### src/rtl/morse_pkg.sv
// Shared Morse definitions: FSM states, symbol codes, element timing and ROM entry type.
package morse_pkg;

    typedef enum logic [1:0] {ST_IDLE, ST_MARK, ST_GAP, ST_CHAR_GAP} state_t;

    localparam logic [5:0] SYM_A = 6'd0,  SYM_B = 6'd1,  SYM_C = 6'd2,  SYM_D = 6'd3,
                           SYM_E = 6'd4,  SYM_F = 6'd5,  SYM_G = 6'd6,  SYM_H = 6'd7,
                           SYM_I = 6'd8,  SYM_J = 6'd9,  SYM_K = 6'd10, SYM_L = 6'd11,
                           SYM_M = 6'd12, SYM_N = 6'd13, SYM_O = 6'd14, SYM_P = 6'd15,
                           SYM_Q = 6'd16, SYM_R = 6'd17, SYM_S = 6'd18, SYM_T = 6'd19,
                           SYM_U = 6'd20, SYM_V = 6'd21, SYM_W = 6'd22, SYM_X = 6'd23,
                           SYM_Y = 6'd24, SYM_Z = 6'd25;
    localparam logic [5:0] SYM_0 = 6'd26, SYM_1 = 6'd27, SYM_2 = 6'd28, SYM_3 = 6'd29,
                           SYM_4 = 6'd30, SYM_5 = 6'd31, SYM_6 = 6'd32, SYM_7 = 6'd33,
                           SYM_8 = 6'd34, SYM_9 = 6'd35;
    localparam logic [5:0] SYM_SPACE = 6'd36;
    localparam logic [5:0] SYM_MAX   = SYM_9;

    localparam logic [2:0] DOT_UNITS      = 3'd1;
    localparam logic [2:0] DASH_UNITS     = 3'd3;
    localparam logic [2:0] ELEM_GAP_UNITS = 3'd1;
    localparam logic [2:0] CHAR_GAP_UNITS = 3'd3;
    localparam logic [2:0] WORD_GAP_UNITS = 3'd7;

    // pat is sent LSB first, 1 = dash
    typedef struct packed {
        logic       valid;
        logic       space;
        logic [2:0] len;
        logic [4:0] pat;
    } rom_ent_t;

    function automatic rom_ent_t mk_ent(input logic [2:0] l, input logic [4:0] p);
        return '{valid: 1'b1, space: 1'b0, len: l, pat: p};
    endfunction

endpackage

### src/rtl/morse_code_rom.sv
// Combinational symbol-code to Morse pattern lookup.
// MORSE_WORD_GAP_EN makes SYM_SPACE a valid (silent) entry.
module morse_code_rom
    import morse_pkg::*;
(
    input  logic [5:0] sym_code,
    output rom_ent_t   ent
);

    always_comb begin
        ent = '0;
        case (sym_code)
            SYM_A: ent = mk_ent(3'd2, 5'b00010);
            SYM_B: ent = mk_ent(3'd4, 5'b00001);
            SYM_C: ent = mk_ent(3'd4, 5'b00101);
            SYM_D: ent = mk_ent(3'd3, 5'b00001);
            SYM_E: ent = mk_ent(3'd1, 5'b00000);
            SYM_F: ent = mk_ent(3'd4, 5'b00100);
            SYM_G: ent = mk_ent(3'd3, 5'b00011);
            SYM_H: ent = mk_ent(3'd4, 5'b00000);
            SYM_I: ent = mk_ent(3'd2, 5'b00000);
            SYM_J: ent = mk_ent(3'd4, 5'b01110);
            SYM_K: ent = mk_ent(3'd3, 5'b00101);
            SYM_L: ent = mk_ent(3'd4, 5'b00010);
            SYM_M: ent = mk_ent(3'd2, 5'b00011);
            SYM_N: ent = mk_ent(3'd2, 5'b00001);
            SYM_O: ent = mk_ent(3'd3, 5'b00111);
            SYM_P: ent = mk_ent(3'd4, 5'b00110);
            SYM_Q: ent = mk_ent(3'd4, 5'b01011);
            SYM_R: ent = mk_ent(3'd3, 5'b00010);
            SYM_S: ent = mk_ent(3'd3, 5'b00000);
            SYM_T: ent = mk_ent(3'd1, 5'b00001);
            SYM_U: ent = mk_ent(3'd3, 5'b00100);
            SYM_V: ent = mk_ent(3'd4, 5'b01000);
            SYM_W: ent = mk_ent(3'd3, 5'b00110);
            SYM_X: ent = mk_ent(3'd4, 5'b01001);
            SYM_Y: ent = mk_ent(3'd4, 5'b01101);
            SYM_Z: ent = mk_ent(3'd4, 5'b00011);
            SYM_0: ent = mk_ent(3'd5, 5'b11111);
            SYM_1: ent = mk_ent(3'd5, 5'b11110);
            SYM_2: ent = mk_ent(3'd5, 5'b11100);
            SYM_3: ent = mk_ent(3'd5, 5'b11000);
            SYM_4: ent = mk_ent(3'd5, 5'b10000);
            SYM_5: ent = mk_ent(3'd5, 5'b00000);
            SYM_6: ent = mk_ent(3'd5, 5'b00001);
            SYM_7: ent = mk_ent(3'd5, 5'b00011);
            SYM_8: ent = mk_ent(3'd5, 5'b00111);
            SYM_9: ent = mk_ent(3'd5, 5'b01111);
`ifdef MORSE_WORD_GAP_EN
            SYM_SPACE: ent = '{valid: 1'b1, space: 1'b1, len: 3'd0, pat: 5'b00000};
`else
            SYM_SPACE: ent = '0;
`endif
            default: ent = '0;
        endcase
    end

endmodule

### src/rtl/morse_encoder.sv
// Morse keyer: accepts one symbol code per handshake and keys dots, dashes and ITU gaps.
// MORSE_WORD_GAP_EN (in morse_code_rom) enables the 7-unit word space on SYM_SPACE.
module morse_encoder
    import morse_pkg::*;
#(
    parameter int UNIT_CYCLES = 4
) (
    input  logic       clk,
    input  logic       rst_n,
    input  logic [5:0] sym_code,
    input  logic       sym_valid,
    output logic       sym_ready,
    output logic       key,
    output logic       busy,
    output logic       done,
    output logic       err
);

    localparam int CW = (UNIT_CYCLES > 1) ? $clog2(UNIT_CYCLES) : 1;
    localparam logic [CW-1:0] CYC_LAST = CW'(UNIT_CYCLES - 1);

    state_t        state;
    logic [CW-1:0] cyc;
    logic [2:0]    unit, idx, len_q, cur_dur;
    logic [4:0]    pat_q;
    logic          word_q;
    logic          tick, state_end, pre_end;
    rom_ent_t      rom;

    morse_code_rom u_rom (
        .sym_code (sym_code),
        .ent      (rom)
    );

    always_comb begin
        cur_dur = DOT_UNITS;
        case (state)
            ST_MARK:     cur_dur = pat_q[idx] ? DASH_UNITS : DOT_UNITS;
            ST_GAP:      cur_dur = ELEM_GAP_UNITS;
            ST_CHAR_GAP: cur_dur = word_q ? WORD_GAP_UNITS : CHAR_GAP_UNITS;
            default:     cur_dur = DOT_UNITS;
        endcase
    end

    assign tick      = (cyc == CYC_LAST);
    assign state_end = tick && (unit == cur_dur - 3'd1);
    // Lookahead: the coming cycle is the final one of the current state, so done can be registered
    assign pre_end   = tick ? ((CYC_LAST == '0) && (3'(unit + 3'd1) == cur_dur - 3'd1))
                            : ((CW'(cyc + 1'b1) == CYC_LAST) && (unit == cur_dur - 3'd1));

    always_ff @(posedge clk or negedge rst_n) begin
        if (!rst_n) begin
            state     <= ST_IDLE;
            cyc       <= '0;
            unit      <= '0;
            idx       <= '0;
            len_q     <= '0;
            pat_q     <= '0;
            word_q    <= 1'b0;
            key       <= 1'b0;
            busy      <= 1'b0;
            done      <= 1'b0;
            err       <= 1'b0;
            sym_ready <= 1'b1;
        end else begin
            done <= 1'b0;
            err  <= 1'b0;
            case (state)
                ST_IDLE: begin
                    cyc  <= '0;
                    unit <= '0;
                    if (sym_valid) begin
                        if (rom.valid) begin
                            len_q     <= rom.len;
                            pat_q     <= rom.pat;
                            word_q    <= rom.space;
                            idx       <= '0;
                            state     <= rom.space ? ST_CHAR_GAP : ST_MARK;
                            key       <= !rom.space;
                            busy      <= 1'b1;
                            sym_ready <= 1'b0;
                        end else begin
                            err <= 1'b1;
                        end
                    end
                end
                default: begin
                    if (state_end) begin
                        cyc  <= '0;
                        unit <= '0;
                        case (state)
                            ST_MARK: begin
                                key <= 1'b0;
                                if (3'(idx + 3'd1) < len_q) begin
                                    state <= ST_GAP;
                                    idx   <= 3'(idx + 3'd1);
                                end else begin
                                    state <= ST_CHAR_GAP;
                                end
                            end
                            ST_GAP: begin
                                state <= ST_MARK;
                                key   <= 1'b1;
                            end
                            default: begin
                                state     <= ST_IDLE;
                                busy      <= 1'b0;
                                sym_ready <= 1'b1;
                            end
                        endcase
                    end else begin
                        cyc  <= tick ? '0 : CW'(cyc + 1'b1);
                        unit <= tick ? 3'(unit + 3'd1) : unit;
                        done <= (state == ST_CHAR_GAP) && pre_end;
                    end
                end
            endcase
        end
    end

endmodule

### config.mk
export PLATFORM = sky130hd
export DESIGN_NAME = morse_encoder
export DESIGN_NICKNAME = d
export VERILOG_FILES = /design/src/rtl/morse_pkg.sv /design/src/rtl/morse_code_rom.sv /design/src/rtl/morse_encoder.sv
export SDC_FILE = /design/constraint.sdc
export NUM_CORES = 1
export LEC_CHECK = 0
export BUFFER_PORTS_ARGS = -buffer_cell sky130_fd_sc_hd__buf_2
export CORE_ASPECT_RATIO = 0.7
export CORE_MARGIN = 2
export CORE_UTILIZATION = 60
export CTS_BUF_LIST = sky130_fd_sc_hd__clkbuf_4 sky130_fd_sc_hd__clkbuf_8
export DETAILED_ROUTE_END_ITERATION = 6
export GPL_TIMING_DRIVEN = 0
export PLACE_DENSITY = 0.79
export SKIP_CTS_REPAIR_TIMING = 1
export SYNTH_ARGS = -nofsm -noshare
export SYNTH_HDL_FRONTEND = slang
export SYNTH_HIERARCHICAL = 1
export SYNTH_SLANG_ARGS = --single-unit
### constraint.sdc
create_clock -name clk -period 2.91 [get_ports clk]
set_clock_uncertainty 0.05 [all_clocks]
set_input_delay 0.4365 -clock clk [delete_from_list [all_inputs] [get_ports clk]]
set_output_delay 0.4365 -clock clk [all_outputs]
set_load 0.02 [all_outputs]
## Yosys cells after proc, flatten, opt, wreduce, memory -nomap -nowiden

Memories as Yosys holds them, arrays and structs flattened.
Index checks and enable logic that the tools add are counted.

| operators by class | value |
|---|---|
| add/subtract/negate cells | 4 |
| order comparisons | 2 |
| equality and inequality tests | 9 |
| muxes and demuxes | 45 |
| reductions and logical operators | 16 |

Operators with widths:

| operator | count |
|---|---|
| $mux W3 | 10 |
| $mux W1 | 22 |
| $mux W2 | 9 |
| $eq A2 B2 Y1 const B | 4 |
| $reduce_and A4 Y1 | 2 |
| $add A3 B1 Y3 const B | 2 |
| $pmux W3 S2 | 1 |
| $reduce_and A3 Y1 | 2 |
| $reduce_bool A2 Y1 | 3 |
| $reduce_bool A3 Y1 | 2 |
| $reduce_and A5 Y1 | 1 |
| $lt A3 B4 Y1 const B | 1 |
| $ne A2 B2 Y1 const B | 2 |
| $pmux W2 S2 | 1 |
| $bmux W1 S3 | 1 |
| $eq A3 B3 Y1 | 1 |
| $logic_and A1 B1 Y1 | 3 |
| $lt A3 B3 Y1 | 1 |
| $sub A3 B1 Y3 const B | 1 |
| $add A2 B1 Y2 const B | 1 |
| $eq A2 B1 Y1 const B | 1 |
| $logic_not A2 Y1 | 1 |
| $ne A2 B1 Y1 const B | 1 |
| $pmux W1 S2 | 1 |
| 2 further kinds | 2 |

| storage, ports and cells | value |
|---|---|
| flip-flop bits (word level) | 24 |
| memory bits (read-only) | 576 |
| input port bits | 9 |
| word-level logic and storage cells | 89 |
| memories kept | 1 |

Memories:

| name | depth | bits a word | read ports | clocked after memory_dff | write ports | line | RTL |
|---|---|---|---|---|---|---|---|
| (no name shown) | 64 | 9 | 1 | 0 | 0 | morse_code_rom.sv:12 | `case (sym_code)` |

## Longest topological paths before layout

Gate-level depths: netlist (run 1).

| depth | value |
|---|---|
| depth after elaboration | 11 |
| depth in mapped cells | 8 |
| depth with buffers taken out | 8 |

## Cells and area by module

Netlist (run 1), hierarchy kept.

Modules (own cells, without submodules):

| module | instances | cells each | area an instance (µm²) | seq. area each (µm²) |
|---|---|---|---|---|
| morse_encoder | 1 | 128 | 1,417.6 | 601.8 |
| morse_code_rom | 1 | 83 | 569.3 | 0.0 |

## Worst setup path before layout (run 1)

OpenSTA, ideal clock, no wires.

| timing path | value |
|---|---|
| path kind | reg2reg |
| start point | register idx[1] |
| end point | register idx[0] |
| arrival | 1,997 ps |
| data required time | 2,794 ps |
| path slack | 797 ps |
| stages on the path, launching flop included | 9 |
| path buffers | 0 |
| period minus slack after synthesis | 2,113 ps |
| cell sequence | dfrtp_1 ha_1 xor2_1 ha_1 a21oi_1 o211ai_1 or2_2 o41ai_1 a31o_1 |

| between the ends | value |
|---|---|
| cells in the longest elaborated chain, start to end | 9 |
| elaborated cells between the ends (all ways) | 12 |
| those cells by class | add/sub: 2; order compare: 1; eq/ne: 1; mux: 4; reduce/logical: 4 |

RTL lines:

| what | line | RTL |
|---|---|---|
| start: declaration | morse_encoder.sv:24 | `logic [2:0] unit, idx, len_q, cur_dur;` |
| start signal: assignment | morse_encoder.sv:96 | `idx <= 3'(idx + 3'd1);` |
| $bmux W1 S3 | morse_encoder.sv:38 | `ST_MARK: cur_dur = pat_q[idx] ? DASH_UNITS : DOT_UNITS;` |
| $mux W1 (implied by the code) | morse_encoder.sv:38 |  |
| $mux W2 | morse_encoder.sv:38 |  |
| $pmux W3 S2 | morse_encoder.sv:37 | `case (state)` |
| $sub A3 B1 Y3 | morse_encoder.sv:46 | `assign state_end = tick && (unit == cur_dur - 3'd1);` |
| $eq A3 B3 Y1 | morse_encoder.sv:46 |  |
| $logic_and A1 B1 Y1 | morse_encoder.sv:46 |  |
| $reduce_bool A2 Y1 (no source line) | -- |  |
| $reduce_and A5 Y1 (no source line) * | -- |  |

Mark *: on every way between the ends. The rest lies on a longest branch, timed or not. The select of a mux whose other input is x is not followed.
A chain may end at the register's enable or synchronous reset.

## Worst setup path after layout (run 1)

Same ends and word-level chain as after synthesis.

==> out/metrics.csv, run 1 <==
metric,value,unit
area_delta_synth_final,8.19,%
synthCells,211,
critPathSlowestCell,dfrtp_1,
critPathLaunchType,register,
path_buf_inv,0,
drt_iter0_drc,178,
yosysSeqAreaShare,30.3,%
yosys_warnings,6,
fillerInstances,263,
max_stage_delay,0.48,ns
io_buffers,12,
grt_pass1_vias,1549,
hold_class,primary input to async pin,
grt_max_degree,25,
synth_seq_cells,24,
finalCritPeriodShare,82.0,%
numCtsBuffers,3,
fmax,419,MHz
dp_hpwl,3510,um
diodes,0,
finalSetupViolCount,0,
worstSetupEndpointType,register,
die_area,3800,um^2
finalNetCount,256,
gp_congestion,1.03,
synth_cell_types,62,
drtPass1Iterations,4,
synth_area,1990,um^2
p_leak,0.978,nW
routed_wirelength,4540,um
viasPerCell,6.37,
p_per_area,793,nW/um^2
regArea,602,um^2
final_cell_mix,"23 x dfrtp_1, 19 x ha_1, 17 x nor2_1, 16 x nand2_1, 13 x buf_2",
cts_root_buffer,clkbuf_8,
critical_path_class,register to register,
core,3150,um^2
cp.arrival,2.54,ns
pin_count,14,
track_usage,26.7,%
clock_latency,0.27,ns
clk_pin_slew,0.08,ns
die_w,72.8,um
vdd_drop_max,0.632,mV
tightest_slew,0.569,ns
setup_slack,0.524,ns
layout-drive-gt1-share,18.9,%
cts_sinks,24,
start_util,63.1,%
routedWlPerCell,17.1,um
place_ws,0.572,ns
final_common_cell,dfrtp_1,
min_period,2.39,ns
cp_max_fo,7,
clock_path_buffers,2,
power,0.00171,W
dieHeight,52.1,um
antenna_found_initial,0,
r2r_slack,0.52,ns
rows,17,
synth_edf_count,0,
async_flop_share,100,%
synthesis.nets,239,
finalMaxSlewViolations,0,
path_cells,ha_1 > xor2_1 > ha_1 > a21oi_1 > o211ai_1 > or2_2 > o41ai_1 > a31o_1,
avgSynthCellArea,9.42,um^2
cts_tree,yes,
hold_violations,0,
multi_input_area,1260,um^2
grt_pass1_wl,7670,um
max-slew-margin-rel,62.0,%
ant_nets,0,
via_count,1687,
cap_viol_max_count,0,
drc_errors,0,
overflow,0,
rsz0062_at_grt,false,
crit_path_frequent_cell,ha_1,
synth-main-ff-cell,dfrtp_1,
status,"finished, final reports clean",
cp_top_family,compound AO/OA/AOI/OAI gates,
cp_data_required_time,3.07,ns
htreeDepth,1,
setup_tns,0,ns
-- sequential cells by signal, summed over array words and instances (netlist names), 2 cells and up --
signal / count
idx: 3
pat_q: 5
state: 2
cyc: 2
unit: 3
len_q: 3
-- metrics by stage --
stage | hold slack (ns) | instance area (um^2) | utilization [%] | std cells
floorplan | 0.0909 | 1990 | - | 211
detailed placement | 0.398 | 2090 | 66.5 | 261
global placement | 0.386 | 2090 | 66.5 | 261
finish | 0.0862 | 2150 | 68.3 | 265
global route | 0.131 | 2150 | 68.3 | 265
CTS | 0.100 | 2150 | 68.3 | 265
-- layout make-up --
class | count | area share, %
well taps | 38 | 2.21
repair buffers | 12 | 2.79
multi-input cells | 164 | 58.8
plain buffers | 11 | 3.55
flip-flops and latches | 24 | 28.0
clock buffers | 4 | 2.56
inverters | 12 | 2.10
-- worst reg2reg max path, cell delays in order (launching register included) --
cell and delay, ns:
dfrtp_1 0.48, ha_1 0.21, xor2_1 0.20, ha_1 0.28
a21oi_1 0.16, o211ai_1 0.19, or2_2 0.35, o41ai_1 0.27
a31o_1 0.15
-- final timing paths --
path | from | endpoint | cells after the start
max | idx[1]$_DFFE_PN0P_ | idx[0]$_DFFE_PN0P_ | 8
min | rst_n | pat_q[1]$_DFFE_PN0P_ | 1
max reg2reg | idx[1]$_DFFE_PN0P_ | idx[0]$_DFFE_PN0P_ | 8
min reg2reg | cyc[0]$_DFF_PN0_ | cyc[0]$_DFF_PN0_ | 1
max in group asynchronous | rst_n | sym_ready$_DFFE_PN1P_ | 1
min in group clk | sym_valid | err$_DFF_PN0_ | 3
-- where the power goes --
part	switching [W]	total, W	internal (W)
clock	0.000104	0.000225	0.000121
combinational	0.000532	0.000921	0.000389
sequential	0.0000978	0.000560	0.000462
total	0.000734	0.00171	0.000972
-- cell usage after synthesis (3+ instances only) --
master / instances / area [um^2]
and3_1: 4 / 25.0
a31o_1: 3 / 26.3
buf_4: 3 / 22.5
o21ai_0: 5 / 25.0
dfrtp_1: 23 / 576
nand3b_1: 3 / 22.5
nor3_1: 4 / 20.0
nor2_1: 17 / 63.8
clkbuf_1: 4 / 15.0
o21ai_1: 7 / 35.0
a21oi_1: 10 / 50.1
nand2_1: 16 / 60.1
inv_1: 10 / 37.5
a21o_1: 3 / 22.5
ha_1: 19 / 238
o211ai_1: 4 / 30.0
nand2b_1: 5 / 31.3
mux2_2: 10 / 113
o31a_1: 3 / 26.3
mux2i_1: 6 / 60.1
buf_6: 3 / 33.8
-- kinds of logic after synthesis --
group           Yosys count  share of synthesized area, %
compound gates           62                          23.8
xor+xnor                  1                         0.441
fa+ha+maj                19                          12.0
buf+inv                  23                          6.11
flops                    24                          30.3
mux                      18                          10.4
other cells               1                         0.189
simple gates             63                          16.8
-- layer usage --
layer / track usage [%] / share of wire (%) / vias to the layer above / wire length, um
li1: - / - / 813 / -
met1: 41.8 / 52 / 815 / 2350
met2: 37.4 / 41 / 56 / 1850
met3: 6.78 / 7.1 / 3 / 321
met4: 4.01 / 0.46 / 0 / 21
met5: 0 / 0 / - / 0
No activity file was read; power rests on OpenSTA's default activity.
==> inputs of run 2 (changes only) <==
Clock period 2.91 ns to 2.25 ns, I/O delays scaled along.
==> run 2 against run 1 <==
Effect of this change: the run now ends with negative hold slack left; clock power grew 30%; maximum frequency is 8.3% higher; setup slack lost 0.48 ns; critical path type unchanged; largest power group unchanged.
==> out/metrics.csv, run 2 (synthesized netlist as in run 1, its figures left out) <==
metric,value,unit,change
cp_data_required_time,2.41,ns,was 3.07 ns
max_stage_delay,0.44,ns,was 0.48 ns
via_count,1782,,was 1687
numCtsBuffers,3,,unchanged
tightest_slew,0.564,ns,was 0.569 ns
rows,17,,unchanged
layout-drive-gt1-share,26.5,%,was 18.9%
fillerInstances,236,,was 263
core,3150,um^2,unchanged
placed_area,2090,um^2,unchanged
p_per_area,1060,nW/um^2,was 793 nW/um^2
clock_latency,0.27,ns,about the same
setup.worst_path.end,idx[1]$_DFFE_PN0P_,,was idx[0]$_DFFE_PN0P_
clk_pin_slew,0.08,ns,about the same
fmax,454,MHz,was 419 MHz
reg2regPathDepth,8,,unchanged
final_common_cell,dfrtp_1,,unchanged
violations,negative hold slack,,
ant_nets,0,,unchanged
grt_pass1_vias,1549,,unchanged
cap_viol_max_count,0,,unchanged
gp_congestion,1.03,,unchanged
crit_path_frequent_cell,ha_1,,unchanged
status,"finished, violations left",,"was finished, final reports clean"
clock_path_buffers,2,,unchanged
worstSetupEndpointType,register,,unchanged
r2r-end,idx[1]$_DFFE_PN0P_,,was idx[0]$_DFFE_PN0P_
grt_max_degree,25,,unchanged
critical_path_class,register to register,,unchanged
cp-startpoint,idx[1]$_DFFE_PN0P_,,unchanged
hold_violations,23,,was 0
finalNetCount,267,,was 256
drc_errors,0,,unchanged
setup_tns,0,ns,unchanged
r2r-start,idx[1]$_DFFE_PN0P_,,unchanged
grt_pass1_wl,7670,um,unchanged
r2r_slack,0.05,ns,was 0.52 ns
die_w,72.8,um,unchanged
holdWs,-0.00790,ns,was 0.0862 ns
drtPass1Iterations,5,,was 4
routedWlPerCell,18.0,um,was 17.1 um
critPathLaunchType,register,,unchanged
power,0.00243,W,was 0.00171 W
overflow,0,,unchanged
stdcell_area,2290,um^2,was 2150 um^2
max-slew-margin-rel,62.4,%,was 62.0%
io_buffers,12,,unchanged
cp_max_fo,4,,was 7
vdd_drop_max,0.825,mV,was 0.632 mV
viasPerCell,6.46,,was 6.37
path_cells,ha_1 > xor2_2 > ha_1 > a21oi_1 > o211ai_1 > or2_4 > o31ai_1 > a31o_1,,was ha_1 > xor2_1 > ha_1 > a21oi_1 > o211ai_1 > or2_2 > o41ai_1 > a31o_1
finalCritPeriodShare,97.9,%,was 82.0%
htreeDepth,1,,unchanged
area_delta_synth_final,15.3,%,was 8.19%
cts_sinks,24,,unchanged
finalMaxSlewViolations,0,,unchanged
largest_reg_flops,5,,unchanged
finalSetupViolCount,0,,unchanged
cts_root_buffer,clkbuf_8,,unchanged
antenna_found_initial,0,,unchanged
die_area,3800,um^2,unchanged
dieHeight,52.1,um,unchanged
track_usage,26.7,%,unchanged
drt_iter0_drc,253,,was 178
critPathSlowestCell,dfrtp_2,,was dfrtp_1
hold_class,primary input to async pin,,unchanged
final_cell_mix,"22 x dfrtp_1, 18 x ha_1, 17 x nor2_1, 16 x nand2_1, 13 x buf_2",,"was 23 x dfrtp_1, 19 x ha_1, 17 x nor2_1, 16 x nand2_1, 13 x buf_2"
cp.arrival,2.36,ns,was 2.54 ns
p_leak,1.04,nW,was 0.978 nW
diodes,0,,unchanged
cts_tree,yes,,unchanged
start_util,63.1,%,unchanged
pin_count,14,,unchanged
routed_wirelength,4960,um,was 4540 um
min_period,2.20,ns,was 2.39 ns
top_register,pat_q,,unchanged
dp_hpwl,3510,um,unchanged
run 2: critical path, delay by kind of cell, from the launching register on:
family          cells  cell delay, ns
flops               1            0.44
compound gates      4            0.68
simple gates        1            0.27
xor+xnor            1            0.17
fa+ha+maj           2            0.52
run 2: per-layer routing:
layer | track usage, % | share of wire [%] | vias up
met1 | 41.8 | 49 | 858
li1 | - | - | 832
met2 | 37.4 | 42 | 85
met4 | 4.01 | 0.50 | 0
met5 | 0 | 0 | -
met3 | 6.78 | 8.2 | 7
run 2: through the flow:
step | std cells | hold slack [ns] | utilization, % | setup WS (ns)
floorplan | 211 | -0.00809 | - | 0.137
global placement | 261 | 0.287 | 66.5 | -0.0297
detailed placement | 261 | 0.299 | 66.5 | -0.0878
CTS | 265 | 0.00134 | 68.3 | -0.112
global route | 276 | 0.0318 | 72.8 | -0.0525
finish | 276 | -0.00790 | 72.8 | 0.0465
run 2: cell type report:
class,instances,area [um^2],area share [%]
Buffer,11,77.6,3.39
Clock buffer,4,55.1,2.40
Inverter,12,45.0,1.97
Multi-Input combinational cell,165,1320,57.8
Sequential cell,24,603,26.3
Tap cell,38,47.5,2.08
Timing Repair Buffer,22,139,6.06
run 2: worst min path at each step:
stage	endpoint	slack, ns	cells past startpoint
final	pat_q[1]$_DFFE_PN0P_	-0.008	1
after global routing	pat_q[3]$_DFFE_PN0P_	0.03	1
after CTS	pat_q[1]$_DFFE_PN0P_	0.001	1
after detailed placement	pat_q[1]$_DFFE_PN0P_	0.30	1
after global placement	pat_q[0]$_DFFE_PN0P_	0.29	1
after floorplan	busy$_DFFE_PN0P_	-0.008	0
run 2: where the power goes:
| group | total (W) | internal (W) | switching [W] | leakage [nW] |
|---|---|---|---|---|
| Clock | 0.000293 | 0.000157 | 0.000136 | 0.0288 |
| Sequential | 0.000727 | 0.000598 | 0.000129 | 0.293 |
| Combinational | 0.00141 | 0.000634 | 0.000778 | 0.721 |
==> inputs of run 3 (changes only) <==
Settings changed: CORE_MARGIN 2 to 1.5.
==> run 3 against run 2 <==
Effect of this change: the run ends with negative hold slack, negative setup slack left; count of clock-buffer cells in the layout did not move; wire length decreased by 3.9%; worst hold slack got worse by 0.010 ns; power decreased by 1.8%; maximum frequency shrank 5.3%; sequential power is 0.8% lower; combinational power fell by 3%; cell area fell by 2.6%; die area is 3.3% lower; core utilization fell by 1.9 points; flip-flop and latch count did not move.
==> out/metrics.csv, run 3 (synthesized netlist as in run 1, its figures left out) <==
metric,value,unit,change
status,"finished, violations left",,unchanged
violations,"negative hold slack, negative setup slack",,was negative hold slack
max-slew-margin-rel,66.0,%,was 62.4%
grt_max_degree,25,,unchanged
drtPass1Iterations,5,,unchanged
die_area,3670,um^2,was 3800 um^2
drt_iter0_drc,138,,was 253
hold_violations,23,,unchanged
via_count,1756,,was 1782
drc_errors,0,,unchanged
final_cell_mix,"22 x dfrtp_1, 19 x ha_1, 17 x nor2_1, 16 x nand2_1, 13 x buf_2",,"was 22 x dfrtp_1, 18 x ha_1, 17 x nor2_1, 16 x nand2_1, 13 x buf_2"
hold_class,primary input to async pin,,unchanged
finalMaxSlewViolations,0,,unchanged
holdWs,-0.0183,ns,was -0.00790 ns
fin_util,70.9,%,was 72.8%
top_register,pat_q,,unchanged
numCtsBuffers,3,,unchanged
fmax,430,MHz,was 454 MHz
ant_nets,0,,unchanged
rsz0062_at_grt,true,,
cp.arrival,2.48,ns,was 2.36 ns
finalSetupViolCount,2,,was 0
p_per_area,1070,nW/um^2,was 1060 nW/um^2
routedWlPerCell,17.6,um,was 18.0 um
grt_pass1_wl,7710,um,was 7670 um
critical_path_class,register to register,,unchanged
finalNetCount,261,,was 267
htreeDepth,1,,unchanged
stdcell_area,2230,um^2,was 2290 um^2
critPathLaunchType,register,,unchanged
cap_viol_max_count,0,,unchanged
grt_pass1_vias,1643,,was 1549
cts_sinks,24,,unchanged
min_period,2.33,ns,was 2.20 ns
cts_tree,yes,,unchanged
area_delta_synth_final,12.3,%,was 15.3%
gp_congestion,1.02,,was 1.03
clock_latency,0.27,ns,about the same
viasPerCell,6.50,,was 6.46
cp_data_required_time,2.40,ns,was 2.41 ns
start_util,63.1,%,unchanged
placed_area,2090,um^2,unchanged
die_w,71.8,um,was 72.8 um
cp_max_fo,5,,was 4
layout-drive-gt1-share,24.6,%,was 26.5%
reg2regPathDepth,8,,unchanged
p_leak,1.01,nW,was 1.04 nW
routed_wirelength,4760,um,was 4960 um
core,3150,um^2,unchanged
final_common_cell,dfrtp_1,,unchanged
dp_hpwl,3530,um,was 3510 um
rows,17,,unchanged
diodes,0,,unchanged
worstSetupEndpointType,register,,unchanged
overflow,0,,unchanged
antenna_found_initial,0,,unchanged
cts_root_buffer,clkbuf_8,,unchanged
pin_count,14,,unchanged
track_usage,27.1,%,was 26.7%
finalCritPeriodShare,103,%,was 97.9%
largest_reg_flops,5,,unchanged
setup_slack,-0.0775,ns,was 0.0465 ns
vdd_drop_max,0.854,mV,was 0.825 mV
io_buffers,12,,unchanged
tightest_slew,0.504,ns,was 0.564 ns
dieHeight,51.1,um,was 52.1 um
clock_path_buffers,2,,unchanged
clk_pin_slew,0.08,ns,about the same
## run 3: area by class of cell
class / instances / area, um^2
plain buffers: 11 / 77.6
flip-flops and latches: 24 / 603
fillers: 239 / 917
well taps: 38 / 47.5
multi-input cells: 164 / 1310
repair buffers: 17 / 97.6
clock buffers: 4 / 55.1
inverters: 12 / 45.0
## run 3: worst paths after layout
kind	slack (ns)	to	startpoint
worst min-delay path	-0.02	pat_q[3]$_DFFE_PN0P_	rst_n
min in group clk	0.25	err$_DFF_PN0_	sym_valid
worst min register to register	0.42	sym_ready$_DFFE_PN1P_	sym_ready$_DFFE_PN1P_
max in group asynchronous	1.79	idx[1]$_DFFE_PN0P_	rst_n
worst max register to register	-0.08	idx[1]$_DFFE_PN0P_	idx[1]$_DFFE_PN0P_
worst max-delay path	-0.08	idx[1]$_DFFE_PN0P_	idx[1]$_DFFE_PN0P_
## run 3: per-layer routing
metal | wire length, um | global-route usage [%] | vias to the layer above
met5 | 0 | 0 | -
met1 | 2320 | 42.0 | 843
met4 | 38 | 4.09 | 0
met3 | 454 | 9.27 | 7
met2 | 1950 | 36.6 | 89
li1 | - | - | 817
## run 3: metrics by stage
stage	setup slack (ns)	cells	setup TNS, ns	hold WS, ns	power, W
2_1_floorplan	0.137	211	0	-0.00809	0.00160
3_3_place_gp	-0.0215	261	-0.0243	0.287	0.00182
3_5_place_dp	-0.0894	261	-0.452	0.295	0.00189
4_1_cts	-0.112	265	-0.714	0.00146	0.00218
5_1_grt	-0.149	270	-0.334	0.0277	0.00256
6_report	-0.0775	270	-0.0920	-0.0183	0.00239
## run 3: worst max-delay path, cell delays in order (launching register included)
cell and delay [ns]:
dfrtp_2 0.44, ha_1 0.22, xor2_2 0.16, ha_1 0.32, a21oi_2 0.15, o211ai_1 0.16
or2_4 0.29, o31ai_2 0.29, a31o_1 0.17
## run 3: power by group
group          internal [W]  total, W  leakage, nW  switching, W
Combinational      0.000604   0.00137        0.692      0.000771
Clock              0.000156  0.000293       0.0288      0.000137
Sequential         0.000598  0.000721        0.293      0.000124
